`src/rtl/alu_operand_stage.sv`:
```
// Operand-fetch stage: register file, two read ports, one-entry output register.
// Optional write-to-read forwarding on the same edge: define RF_BYPASS_EN.
module alu_operand_stage #(
  parameter  int Width = 16,
  parameter  int Depth = 16,
  localparam int AddrW = $clog2(Depth)
) (
  input  logic             Clk,
  input  logic             Reset_n,
  input  logic             In_Valid,
  output logic             In_Ready,
  input  logic [AddrW-1:0] Raddr_A,
  input  logic [AddrW-1:0] Raddr_B,
  input  logic [2:0]       Sel_In,
  input  logic             W_En,
  input  logic [AddrW-1:0] W_Addr,
  input  logic [Width-1:0] W_Data,
  output logic             Out_Valid,
  input  logic             Out_Ready,
  output logic [Width-1:0] A,
  output logic [Width-1:0] B,
  output logic [2:0]       Sel
);

  typedef enum logic {
    EMPTY = 1'b0,
    FULL  = 1'b1
  } state_t;

  state_t           state;
  state_t           state_n;
  logic [Width-1:0] rf [Depth];
  logic [Width-1:0] op_a;
  logic [Width-1:0] op_b;
  logic             wr_ok;
  logic             accept;
  logic             consume;

  // Index 0 is hardwired zero; indices past Depth do not exist.
  function automatic logic addr_ok(input logic [AddrW-1:0] a);
    logic [31:0] wide;
    wide = 32'(a);
    return (a != '0) && (wide < 32'(Depth));
  endfunction

  assign wr_ok     = W_En && addr_ok(W_Addr);
  assign Out_Valid = (state == FULL);
  assign In_Ready  = !Out_Valid || Out_Ready;
  assign accept    = In_Valid && In_Ready;
  assign consume   = Out_Valid && Out_Ready;

  always_ff @(posedge Clk or negedge Reset_n) begin
    if (!Reset_n) begin
      for (int i = 0; i < Depth; i++) begin
        rf[i] <= '0;
      end
    end else if (wr_ok) begin
      rf[W_Addr] <= W_Data;
    end
  end

  always_comb begin
    op_a = '0;
    if (addr_ok(Raddr_A)) begin
      op_a = rf[Raddr_A];
    end
`ifdef RF_BYPASS_EN
    if (wr_ok && (W_Addr == Raddr_A)) begin
      op_a = W_Data;
    end
`endif
  end

  always_comb begin
    op_b = '0;
    if (addr_ok(Raddr_B)) begin
      op_b = rf[Raddr_B];
    end
`ifdef RF_BYPASS_EN
    if (wr_ok && (W_Addr == Raddr_B)) begin
      op_b = W_Data;
    end
`endif
  end

  always_ff @(posedge Clk or negedge Reset_n) begin
    if (!Reset_n) begin
      state <= EMPTY;
    end else begin
      state <= state_n;
    end
  end

  always_comb begin
    state_n = state;
    unique case (state)
      EMPTY: if (accept) state_n = FULL;
      FULL:  if (consume && !accept) state_n = EMPTY;
      default: state_n = EMPTY;
    endcase
  end

  // Operands are sampled only at accept; later writes never reach them.
  always_ff @(posedge Clk or negedge Reset_n) begin
    if (!Reset_n) begin
      A   <= '0;
      B   <= '0;
      Sel <= '0;
    end else if (accept) begin
      A   <= op_a;
      B   <= op_b;
      Sel <= Sel_In;
    end
  end

endmodule

```
`config.mk`:
```
export PLATFORM = sky130hd
export DESIGN_NAME = alu_operand_stage
export DESIGN_NICKNAME = d
export VERILOG_FILES = /design/src/rtl/alu_operand_stage.sv
export SDC_FILE = /design/constraint.sdc
export NUM_CORES = 1
export LEC_CHECK = 0
export CAP_MARGIN = 10
export CORE_MARGIN = 4
export CORE_UTILIZATION = 57
export CTS_BUF_LIST = sky130_fd_sc_hd__clkbuf_8
export CTS_CLUSTER_SIZE = 20
export DETAILED_ROUTE_END_ITERATION = 10
export PLACE_DENSITY = 0.79
export SLEW_MARGIN = 20
export SYNTH_ARGS = -nofsm -noshare
export SYNTH_HDL_FRONTEND = slang
export SYNTH_SLANG_ARGS = --single-unit
```
`constraint.sdc`:
```
create_clock -name Clk -period 1.55 [get_ports Clk]
set_input_delay 0.31 -clock Clk [delete_from_list [all_inputs] [get_ports Clk]]
set_output_delay 0.31 -clock Clk [all_outputs]
set_load 0.03 [all_outputs]
```
# Yosys cells after proc, flatten, opt, wreduce, memory -nomap -nowiden
# Index checks and enable logic that the tools add are counted.
[word_totals]
regBits = 292
inputBits = 36
out_inout_bits = 37
elab_cells = 53
[classes]
n_lt_le_gt_ge = 4
muxes = 14
n_bitwise = 4
reduce_logical = 11
[op_table]
columns = ["cell", "count"]
rows = [
  ["$bwmux W256", 1],
  ["$bmux W16 S4", 2],
  ["$mux W16", 7],
  ["$demux W16 S4", 1],
  ["$ge A5 B5 Y1 const B", 3],
  ["$not A4 Y5", 3],
  ["$reduce_bool A4 Y1", 3],
  ["$logic_and A1 B1 Y1", 5],
  ["$lt A5 B1 Y1 const B", 1],
  ["$logic_not A1 Y1", 2],
  ["$mux W1", 2],
  ["$pmux W1 S2", 1],
  ["$logic_or A1 B1 Y1", 1],
  ["$not A1 Y1", 1],
]

# Logic depth before layout (Yosys ltp)
[logic_depth]
depth_word = 7
ltp_mapped = 7
mapped_depth_nobuf = 4

# Worst setup path after synthesis
# OpenSTA, ideal clock, no wires.
[synth_path]
path_type = "register -> register"
from = "reg state (netlist: Out_Valid)"
to = "reg B[10]"
arrival_time_ns = 1.683
required_ns = 1.467
path_slack_ns = -0.215
path_stages_with_launch = 7
period_less_slack_ns = 1.765
cell_sequence = "dfrtp_1 -> nand2b_2 -> nand2_2 -> or3_1 -> buf_1 -> clkbuf_1 -> o21ai_0"
[synth_between]
elab_chain_len = 3
[synth_lines]
columns = ["item", "line_no", "rtl"]
rows = [
  ["from (decl)", "30", "state_t state;"],
  ["from (signal assigned)", "90", "state <= state_n;"],
  ["$logic_not A1 Y1", "48", "assign In_Ready = !Out_Valid || Out_Ready;"],
  ["$logic_or A1 B1 Y1", "48", ""],
  ["via In_Ready", "11", "output logic In_Ready,"],
  ["$logic_and A1 B1 Y1", "49", "assign accept = In_Valid && In_Ready;"],
  ["to (signal assigned)", "111", "B <= op_b;"],
  ["to (decl)", "21", "output logic [Width-1:0] B,"],
]
# The timed path passes the listed nets, and every way through them passes these cells.
# A chain may end at the register's enable or synchronous reset.

# Worst setup path after layout
[layout_path]
from = "reg A[14]"
to = "out A[14]"
[layout_rtl]
columns = ["item", "line_no", "rtl"]
rows = [
  ["from (decl)", "20", "output logic [Width-1:0] A,"],
  ["from (signal assigned)", "110", "A <= op_a;"],
]
# No word-level cell between the ends.

==> impl_metrics.tcl <==
set metrics [dict create \
    clk_transition_reported_paths_ns 0.07 \
    hpwl_um 25500 \
    hp-class "primary input to asynchronous set/reset pin" \
    netlist_area_sq_mm 0.0148 \
    ys_types 28 \
    grt_pass1_vias 10200 \
    ys_seq_area_frac 0.495 \
    synthFlopType "dfrtp_1" \
    max_cap_violations 0 \
    power_density_mw_per_mm2 1330 \
    tightestPinTransition_ns 0.365 \
    finish.net_count 1188 \
    cts_buffers 48 \
    use_met3 0.0385 \
    rsz0062_at_grt "true" \
    synth_cells 1037 \
    dr.pass1.iters 7 \
    viasPerCell 6.32 \
    cp_cell_sequence "buf_2" \
    wl_per_cell_um 25.1 \
    status "completed" \
    fp.dieH_um 169 \
    arrival_ns 1.21 \
    synth_edf_count 0 \
    htreeDepth 2 \
    critical-path-top-delay-family "flip-flops" \
    gr-total-overflow 0 \
    cp_num_buf_inv 1 \
    synth_area_leaders "dfrtp_1, mux2_2, mux2i_1, mux4_2, a22oi_1" \
    setup_viol 0 \
    dr.first_iter.drc_count 835 \
    diodes 0 \
    grtUsageMet2 0.447 \
    fin_crit_sh 0.983 \
    busiest_layer "met2" \
    finalWorstSetupSlack_ns 0.0263 \
    syn-num-nets 1073 \
    num_io_pins 73 \
    leakage_nw 7.88 \
    finalMaxSlewViolations 0 \
    cts_tree "built" \
    synth_top_area_frac 0.495 \
    sw_frac_of_total 0.294 \
    max_freq_mhz 656 \
    grt_usage 0.270 \
    layout_min_cycle_time_ns 1.52 \
    layout-drive-gt1-share 0.456 \
    vdd_ir_drop_max_v 0.00101 \
    cts.sinks 292 \
    ant_nets 0 \
    yosysWarnings 0 \
    finalHoldViolations 0 \
    synth_common_cells "dfrtp_1, mux2_2, mux2i_1" \
    insertion_delay_ns 0.57 \
    initial_core_util 0.583 \
    worstSetupStartpointType "flop" \
    combPwrFrac 0.227 \
    syn_avg_cell_area_sq_um 14.2 \
    cp.required_ns 1.24 \
    num_rows 58 \
    cp_max_fo 2 \
    seq_area_sq_mm 0.00731 \
    die_x_um 169 \
    holdWs_ns 0.186 \
    grt_max_degree 75 \
    cp_slowest_stage_delay_ns 0.41 \
    slew_headroom 0.750 \
    design.die.area_sq_mm 0.0286 \
    syn_to_final_growth_pct 19.4 \
    multi_input_area_sq_mm 0.00696 \
    synth_area_leader_cell "dfrtp_1" \
    core_sq_mm 0.0253 \
    vias 9613 \
    port-buffer-count 72 \
    use_met1 0.379 \
    seqPwrFrac 0.451 \
    critPathKind "flop to output port" \
    switchingPower_w 0.00691 \
    drcViolationCount 0 \
    pre_cts_ws_ns -0.481 \
    worst_path_max_delay_cell "dfrtp_1" \
    end_kind "output port" \
    routabilityCongestion 0.887 \
    clockRootBuffer "clkbuf_8" \
    synth-seq-cells 292 \
    fin_skew_ns 0.0189 \
    final.fill_count 1740 \
    grt_pass1_wl_um 59900 \
    ys_async_sr_fraction 1.00 \
    drt_wl_total_um 38100 \
    intPower_w 0.0166 \
    yosysMostFrequentCell "dfrtp_1" \
    clkPwrFrac 0.322 \
    clock_path_buffers 3 \
    antenna_found_initial 0 \
]
## cells in the final DEF (no fill, tap or decap), types with 26 or more instances in the layout
| cell | n |
|---|---|
| buf_4 | 65 |
| mux4_2 | 64 |
| a32oi_1 | 32 |
| mux2i_1 | 160 |
| clkbuf_8 | 64 |
| o21ai_1 | 26 |
| mux2_2 | 242 |
| buf_12 | 41 |
| clkdlybuf4s50_1 | 30 |
| a22oi_1 | 64 |
| buf_2 | 31 |
| dfrtp_1 | 291 |
## cell families after synthesis
kind of cell    synth area share
compound gates            0.0623
simple gates              0.0158
mux                        0.391
flops                      0.495
buf+inv                   0.0362
## layout make-up
class / count / area share
Clock buffer: 64 / 0.0499
Clock inverter: 24 / 0.0128
Sequential cell: 292 / 0.414
Timing Repair Buffer: 176 / 0.106
Tap cell: 330 / 0.0234
Multi-Input combinational cell: 634 / 0.394
## state kept, by name, indices dropped and copies added (netlist names)
signal	cells
rf	256
B	16
Out_Valid	1
Sel	3
A	16
## per-stage QoR
| step | TNS (ns) | total power, W | instance area [sq um] | cells | utilization |
|---|---|---|---|---|---|
| floorplan | -0.193 | 0.0140 | 14900 | 1037 | - |
| global placement | -105.49 | 0.0158 | 16700 | 1431 | 0.658 |
| detailed placement | -113.87 | 0.0161 | 16700 | 1431 | 0.658 |
| CTS | 0 | 0.0236 | 17600 | 1520 | 0.696 |
| global route | -0.0115 | 0.0246 | 17600 | 1520 | 0.697 |
| finish | 0 | 0.0235 | 17600 | 1520 | 0.697 |
## power by group through the flow
stage	clock (W)	sequential, W	combinational, W
finish	0.00758	0.0106	0.00533
global route	0.00807	0.0108	0.00576
CTS	0.00769	0.0105	0.00532
detailed placement	0	0.0107	0.00548
global placement	0	0.0105	0.00530
floorplan	0	0.0107	0.00338
## per-layer routing
| layer | wire length, um | vias to the layer above |
|---|---|---|
| li1 | - | 4188 |
| met1 | 16200 | 5028 |
| met2 | 18900 | 319 |
| met3 | 1980 | 78 |
| met4 | 1010 | 0 |
| met5 | 0 | - |
## path summary, 6_finish.rpt
path	startpoint	endpoint	slack [ns]	depth (start not counted)
worst max register to register	Out_Valid$_DFF_PN0_	B[11]$_DFFE_PN0P_	0.05	6
worst max-delay path	A[14]$_DFFE_PN0P_	A[14]	0.03	1
worst min register to register	rf[253]$_DFFE_PN0P_	rf[253]$_DFFE_PN0P_	0.40	0
min in group Clk	Sel_In[0]	Sel[0]$_DFFE_PN0P_	0.36	2
worst min-delay path	Reset_n	rf[135]$_DFFE_PN0P_	0.19	2
max in group asynchronous	Reset_n	rf[65]$_DFFE_PN0P_	0.68	4
## what timing repair did
action,4_1_cts,5_1_grt
gates resized for setup,185,13
endpoints found under the hold margin,230,0
hold buffers,1,0
endpoints found under the setup margin,37,20
buffers inserted,1,0
(Power assumes the default switching activity.)
